`config.mk`:
```
export PLATFORM = sky130hd
export DESIGN_NAME = phoneme_player
export DESIGN_NICKNAME = d
export VERILOG_FILES = /design/src/rtl/phoneme_player_pkg.sv /design/src/rtl/phoneme_addr_rom.sv /design/src/rtl/phoneme_player.sv
export SDC_FILE = /design/constraint.sdc
export NUM_CORES = 1
export LEC_CHECK = 0
export BUFFER_PORTS_ARGS = -buffer_cell sky130_fd_sc_hd__buf_2
export CAP_MARGIN = 20
export CORE_MARGIN = 2
export CORE_UTILIZATION = 45
export DETAILED_ROUTE_END_ITERATION = 8
export PLACE_DENSITY = 0.61
export SYNTH_ARGS = -nofsm -noshare
export SYNTH_HDL_FRONTEND = slang
export SYNTH_HIERARCHICAL = 1
export SYNTH_SLANG_ARGS = --single-unit
```
`constraint.sdc`:
```
create_clock -name clk -period 3.4 [get_ports clk]
set_input_delay 0.17 -clock clk [delete_from_list [all_inputs] [get_ports clk]]
set_output_delay 0.17 -clock clk [all_outputs]
set_load 0.05 [all_outputs]
```
`src/rtl/phoneme_player_pkg.sv`:
```
// phoneme_player_pkg: state encoding and sizing constants shared by the phoneme player and its ROM
package phoneme_player_pkg;
  localparam int PHONEME_PAUSE_BASE = 64;
  localparam int PAUSE_SAMPLES_DEF = 2048;
  localparam int ADDR_W_DEF = 23;
  localparam int LEN_W = 16;
  localparam int SAMPLE_W = 16;
  localparam int WORD_W = 2 * SAMPLE_W;
  typedef enum logic [3:0] {
    S_IDLE, S_REQ, S_LOOKUP, S_FETCH, S_WAIT_DATA, S_PLAY_LO, S_PLAY_HI, S_PAUSE, S_ACK_LOW
  } state_e;
endpackage

```
`src/rtl/phoneme_addr_rom.sv`:
```
// phoneme_addr_rom: phoneme code -> {flash start word, length in words}, registered output
// Ports: clk; code_i phoneme code; start_o/len_o block location, valid one cycle after code_i.
module phoneme_addr_rom
  import phoneme_player_pkg::*;
#(
  parameter int ADDR_W = ADDR_W_DEF
) (
  input  logic              clk,
  input  logic [7:0]        code_i,
  output logic [ADDR_W-1:0] start_o,
  output logic [LEN_W-1:0]  len_o
);
  logic [ADDR_W-1:0] start_d;
  logic [LEN_W-1:0] len_d;
  // Generic blocks sit at 0x1000 + code*0x100; a few codes are placed specially
  // (a two-word block, a block straddling the top of flash, an empty block).
  always_comb begin
    start_d = code_i == 8'd5 ? ADDR_W'(32'h100) :
              code_i == 8'd6 ? ADDR_W'(32'h7F_FFFE) :
              code_i == 8'd7 ? ADDR_W'(32'h200) :
              ADDR_W'({code_i, 8'h00}) + ADDR_W'(32'h1000);
    len_d = code_i == 8'd5 ? LEN_W'(2) :
            code_i == 8'd6 ? LEN_W'(4) :
            code_i == 8'd7 ? '0 :
            LEN_W'(code_i[1:0]) + LEN_W'(1);
  end
  always_ff @(posedge clk) begin
    start_o <= start_d;
    len_o <= len_d;
  end
endmodule

```
`src/rtl/phoneme_player.sv`:
```
// phoneme_player: fetches phoneme codes from PicoBlaze and streams their flash samples to the DAC path
// Ports: clk, reset (async high); enable; phoneme_req/phoneme_in/phoneme_ack four-phase handshake;
//        sample_tick audio strobe; mem_* Avalon-MM read master; audio_out/audio_valid sample stream; busy.
module phoneme_player
  import phoneme_player_pkg::*;
#(
  parameter int NUM_PHONEMES = PHONEME_PAUSE_BASE,
  parameter int PAUSE_SAMPLES = PAUSE_SAMPLES_DEF,
  parameter int ADDR_W = ADDR_W_DEF
) (
  input  logic              clk,
  input  logic              reset,
  input  logic              enable,
  output logic              phoneme_req,
  input  logic [7:0]        phoneme_in,
  input  logic              phoneme_ack,
  input  logic              sample_tick,
  output logic [ADDR_W-1:0] mem_addr,
  output logic              mem_read,
  input  logic              mem_waitrequest,
  input  logic [31:0]       mem_readdata,
  input  logic              mem_readdatavalid,
  output logic [15:0]       audio_out,
  output logic              audio_valid,
  output logic              busy
);
  state_e state_q, state_d;
  logic [7:0] code_q, code_d;
  logic [ADDR_W-1:0] start_q, start_d, rom_start;
  logic [LEN_W-1:0] len_q, len_d, rom_len, cnt_q, cnt_d;
  logic [WORD_W-1:0] word_q, word_d;
  logic [SAMPLE_W-1:0] audio_q, audio_d;
  logic valid_q, valid_d;
  // ROM is addressed straight from phoneme_in so its registered output is ready in LOOKUP.
  phoneme_addr_rom #(.ADDR_W(ADDR_W)) u_rom (
    .clk(clk),
    .code_i(phoneme_in),
    .start_o(rom_start),
    .len_o(rom_len)
  );
  // cnt_q counts words while playing and zero samples while pausing.
  always_comb begin
    state_d = state_q;
    code_d = code_q;
    start_d = start_q;
    len_d = len_q;
    cnt_d = cnt_q;
    word_d = word_q;
    audio_d = audio_q;
    valid_d = 1'b0;
    case (state_q)
      S_IDLE: state_d = enable ? S_REQ : S_IDLE;
      S_REQ: begin
        code_d = phoneme_ack ? phoneme_in : code_q;
        state_d = phoneme_ack ? S_LOOKUP : S_REQ;
      end
      S_LOOKUP: begin
        start_d = rom_start;
        len_d = rom_len;
        cnt_d = '0;
        state_d = int'(code_q) >= NUM_PHONEMES ? S_PAUSE : rom_len == '0 ? S_ACK_LOW : S_FETCH;
      end
      S_FETCH: state_d = mem_waitrequest ? S_FETCH : S_WAIT_DATA;
      S_WAIT_DATA: begin
        word_d = mem_readdatavalid ? mem_readdata : word_q;
        state_d = mem_readdatavalid ? S_PLAY_LO : S_WAIT_DATA;
      end
      S_PLAY_LO: begin
        audio_d = sample_tick ? word_q[SAMPLE_W-1:0] : audio_q;
        valid_d = sample_tick;
        state_d = sample_tick ? S_PLAY_HI : S_PLAY_LO;
      end
      S_PLAY_HI: begin
        audio_d = sample_tick ? word_q[WORD_W-1:SAMPLE_W] : audio_q;
        valid_d = sample_tick;
        cnt_d = sample_tick ? cnt_q + LEN_W'(1) : cnt_q;
        state_d = !sample_tick ? S_PLAY_HI : cnt_d == len_q ? S_ACK_LOW : S_FETCH;
      end
      S_PAUSE: begin
        audio_d = sample_tick ? '0 : audio_q;
        valid_d = sample_tick;
        cnt_d = sample_tick ? cnt_q + LEN_W'(1) : cnt_q;
        state_d = cnt_d == LEN_W'(PAUSE_SAMPLES) ? S_ACK_LOW : S_PAUSE;
      end
      S_ACK_LOW: state_d = phoneme_ack ? S_ACK_LOW : S_IDLE;
      default: state_d = S_IDLE;
    endcase
  end
  always_ff @(posedge clk or posedge reset) begin
    if (reset) begin
      state_q <= S_IDLE;
      code_q <= '0;
      start_q <= '0;
      len_q <= '0;
      cnt_q <= '0;
      word_q <= '0;
      audio_q <= '0;
      valid_q <= 1'b0;
    end else begin
      state_q <= state_d;
      code_q <= code_d;
      start_q <= start_d;
      len_q <= len_d;
      cnt_q <= cnt_d;
      word_q <= word_d;
      audio_q <= audio_d;
      valid_q <= valid_d;
    end
  end
  assign phoneme_req = state_q == S_REQ;
  assign mem_read = state_q == S_FETCH;
  assign mem_addr = mem_read ? start_q + ADDR_W'(cnt_q) : '0;
  assign audio_out = audio_q;
  assign audio_valid = valid_q;
  assign busy = state_q != S_IDLE;
endmodule

```
==> run summary <==
Status = completed
GP Congestion = 0.879
Initial Util = 0.462
Core ar. = 15900 um^2
Ports = 90
Leak Pwr = 0.00404 uW
Vias in the first global route = 5906
Max Clk Rate = 309 MHz
Number of synthesized flops with an enable pin = 0
Skew-Pair Late Insertion Delay = 0.42 ns
Synth top area share = 0.375
Reg2reg end = state_q[0]$_DFF_PP0_
Worst r2r path cells = 9
Max FO, Critical Path = 5
WP data arrival = 3.07 ns
Vias per Instance = 5.47
Mean Syn Cell Area = 9.99 um^2
Tcrit/Tclk final = 0.952
Main synth FF type = dfrtp_1
Max Cap Viol = 0
Layout cells sized above 1 = 0.292
CP Launch Point = start_q[0]$_DFFE_PP0P_
Fin crit period = 3.24 ns
Flops & latches, synth = 123
Seq/Total Area, Yosys = 0.411
Internal reg-to-reg setup slack = 0.64 ns
Final nets = 911
Most frequent CP cell = o21ai_2
CP peak stage delay = 0.41 ns
FP Rows = 46
Remaining DRCs = 0
Synth top cells by count = 110 x dfrtp_1, 73 x mux2_2, 64 x nor2_1, 53 x a21oi_1, 50 x nand2_1
Slowest CP cell = fa_1
Die width = 132 um
Worst Path Required = 3.23 ns
First-pass GRT wire length = 29700 um
Routed length per instance = 16.7 um
P&R area growth vs syn = 20.5%
Setup TNS = 0 ns
Mapped Cells = 734
Post-synthesis instance area = 7330 um^2
Leading area contributor after synthesis = dfrtp_1
Clk buf depth = 2
Routed Antenna Nets = 0
Final Max Tran Viols = 0
Area of the multi-input gates = 3980 um^2
Inst Count DP = 1002
Sequential cell area = 3010 um^2
VDD IR max = 0.553 mV
Worst flop-to-flop path startpoint = cnt_q[1]$_DFFE_PP0P_
Yosys cell types = 83
DRT iter0 DRCs = 282
Kind of critical path = register to output pin
Worst slew margin relative to its limit = 0.342
Global Route Usage Sum = 0.212
Worst-Margin Slew = 0.984 ns
Synth warn = 6
Die area = 17300 um^2
Largest net degree at the start of global routing = 57
Final wirelength = 17800 um
Critical path launch point type = register
Fraction of registers with async set/reset = 0.894
ANT cells = 0
PD cells = 775 nW/um^2
Crit path to = mem_addr[22]
Fin cells = 1069
Worst clock skew = 0.00477 ns
Total global routing overflow = 0
Htree depth = 4
CP Cell Sequence = ha_1 -> fa_1 -> a21o_1 -> a221oi_4 -> o21ai_2 -> o41ai_4 -> o21ai_2 -> nand4_1 -> mux2i_1 -> buf_4
Post-DP HPWL = 12400 um
Number of buffers added on ports = 89
Clock Pin Slew Worst Setup and Hold Paths = 0.06 ns
Final setup violation count = 0
Total CTS buffers = 17
Fill cell count = 1420
Drt first pass iters = 5
Clock Sink Count = 123
Ranking of synthesized cells by area = dfrtp_1 38%, mux2_2 11%, ha_1 3.8%
Critical Path Sink Type = output pin
Count leader, synth = dfrtp_1
Min-Delay Path Class = primary input to register
DR vias = 5847
Initial antenna violation count = 0
Clk root buf = clkbuf_16
Final hold vios = 0
Die height = 132 um
CTS tree = yes
-- stage by stage --
step	cell area, um^2	util	hold WS, ns	total power (uW)	setup WS (ns)
final	8830	0.556	0.0212	6850	0.162
after global routing	8830	0.556	0.00302	7280	-0.0180
after CTS	8800	0.554	0.0202	6870	0.0142
after detailed placement	7870	0.496	0.347	5100	0.361
after global placement	7870	0.496	0.342	5020	0.404
after floorplan	7380	-	0.239	4440	0.0363
-- layout by cell type (no fill, tap or decap), types with 7 or more instances in the layout --
| cell | count |
|---|---|
| xnor2_1 | 27 |
| dlygate4sd3_1 | 34 |
| a21o_1 | 8 |
| a21oi_1 | 53 |
| buf_2 | 86 |
| dfrtp_1 | 109 |
| dfxtp_1 | 13 |
| nand2_1 | 49 |
| nor3_1 | 12 |
| nor3b_1 | 17 |
| buf_4 | 20 |
| inv_1 | 14 |
| o21ai_0 | 30 |
| and3_1 | 9 |
| or3_1 | 7 |
| conb_1 | 14 |
| ha_1 | 21 |
| clkbuf_16 | 17 |
| o31ai_1 | 8 |
| mux2_2 | 73 |
| nor2_1 | 62 |
| xor2_1 | 18 |
| and2_1 | 10 |
| nand3_1 | 17 |
-- repair_timing --
item                                    in CTS  in global routing
endpoints found under the setup margin       4                  8
pin swaps                                    1                  4
setup buffers                                1                  1
hold buffers                                34                  0
resized for setup                            5                  6
hold endpoints to repair                    87                  0
-- worst min-delay path by stage --
stage          depth (start not counted)                           end           from  slack, ns
2_1_floorplan                          1     u_rom/len_o[0]$_SDFF_PP0_  phoneme_in[0]       0.24
3_3_place_gp                           2         audio_valid$_DFF_PP0_          reset       0.34
3_5_place_dp                           2         audio_valid$_DFF_PP0_          reset       0.35
4_1_cts                                2  u_rom/start_o[11]$_SDFF_PN0_  phoneme_in[3]       0.02
5_1_grt                                2  u_rom/start_o[11]$_SDFF_PN0_  phoneme_in[3]      0.003
6_report                               2  u_rom/start_o[11]$_SDFF_PN0_  phoneme_in[3]       0.02
-- area by class of cell --
class                           instances  share of cell area
Multi-Input combinational cell        542               0.451
Sequential cell                       123               0.341
Timing Repair Buffer                  142               0.107
Clock buffer                           18              0.0497
Tap cell                              216              0.0306
Clock inverter                         13              0.0136
Inverter                               15             0.00666
-- layer usage --
layer,part of all wire,global-route usage
met1,0.44,0.274
met2,0.49,0.343
met3,0.054,0.0617
met4,0.016,0.0658
met5,0,0
-- where the power goes --
group | switching (uW) | leakage [uW] | internal [uW]
registers | 358 | 0.00147 | 1980
logic | 1700 | 0.00230 | 1100
clock network | 687 | 0.000269 | 1020
-- critical path, delay by kind of cell, from the launching register on --
kind | cells | cell delay [ns]
DFF | 1 | 0.37
buffers and inverters | 1 | 0.21
AOI/OAI and AO/OA | 5 | 1.08
muxes | 1 | 0.19
and+or+nand+nor | 1 | 0.15
adders and majority gates | 2 | 0.64
-- logic make-up (layout without fill, tap and decap cells) --
kind of cell / Yosys count / count (layout) / share of synthesized area
xor+xnor: 45 / 45 / 0.0537
compound gates: 150 / 150 / 0.133
mux: 76 / 76 / 0.116
simple gates: 234 / 234 / 0.186
other cells: 1 / 14 / 0.000511
fa+ha+maj: 23 / 23 / 0.0403
buf+inv: 82 / 188 / 0.0597
flops: 123 / 123 / 0.411
-- registers in the layout (all words and copies together) (netlist names) --
register,flops
code_q,2
audio_out,16
state_q,4
audio_valid,1
cnt_q,16
u_rom/start_o,10
start_q,23
len_q,16
u_rom/len_o,3
word_q,32
No activity file was read; power rests on OpenSTA's default activity.
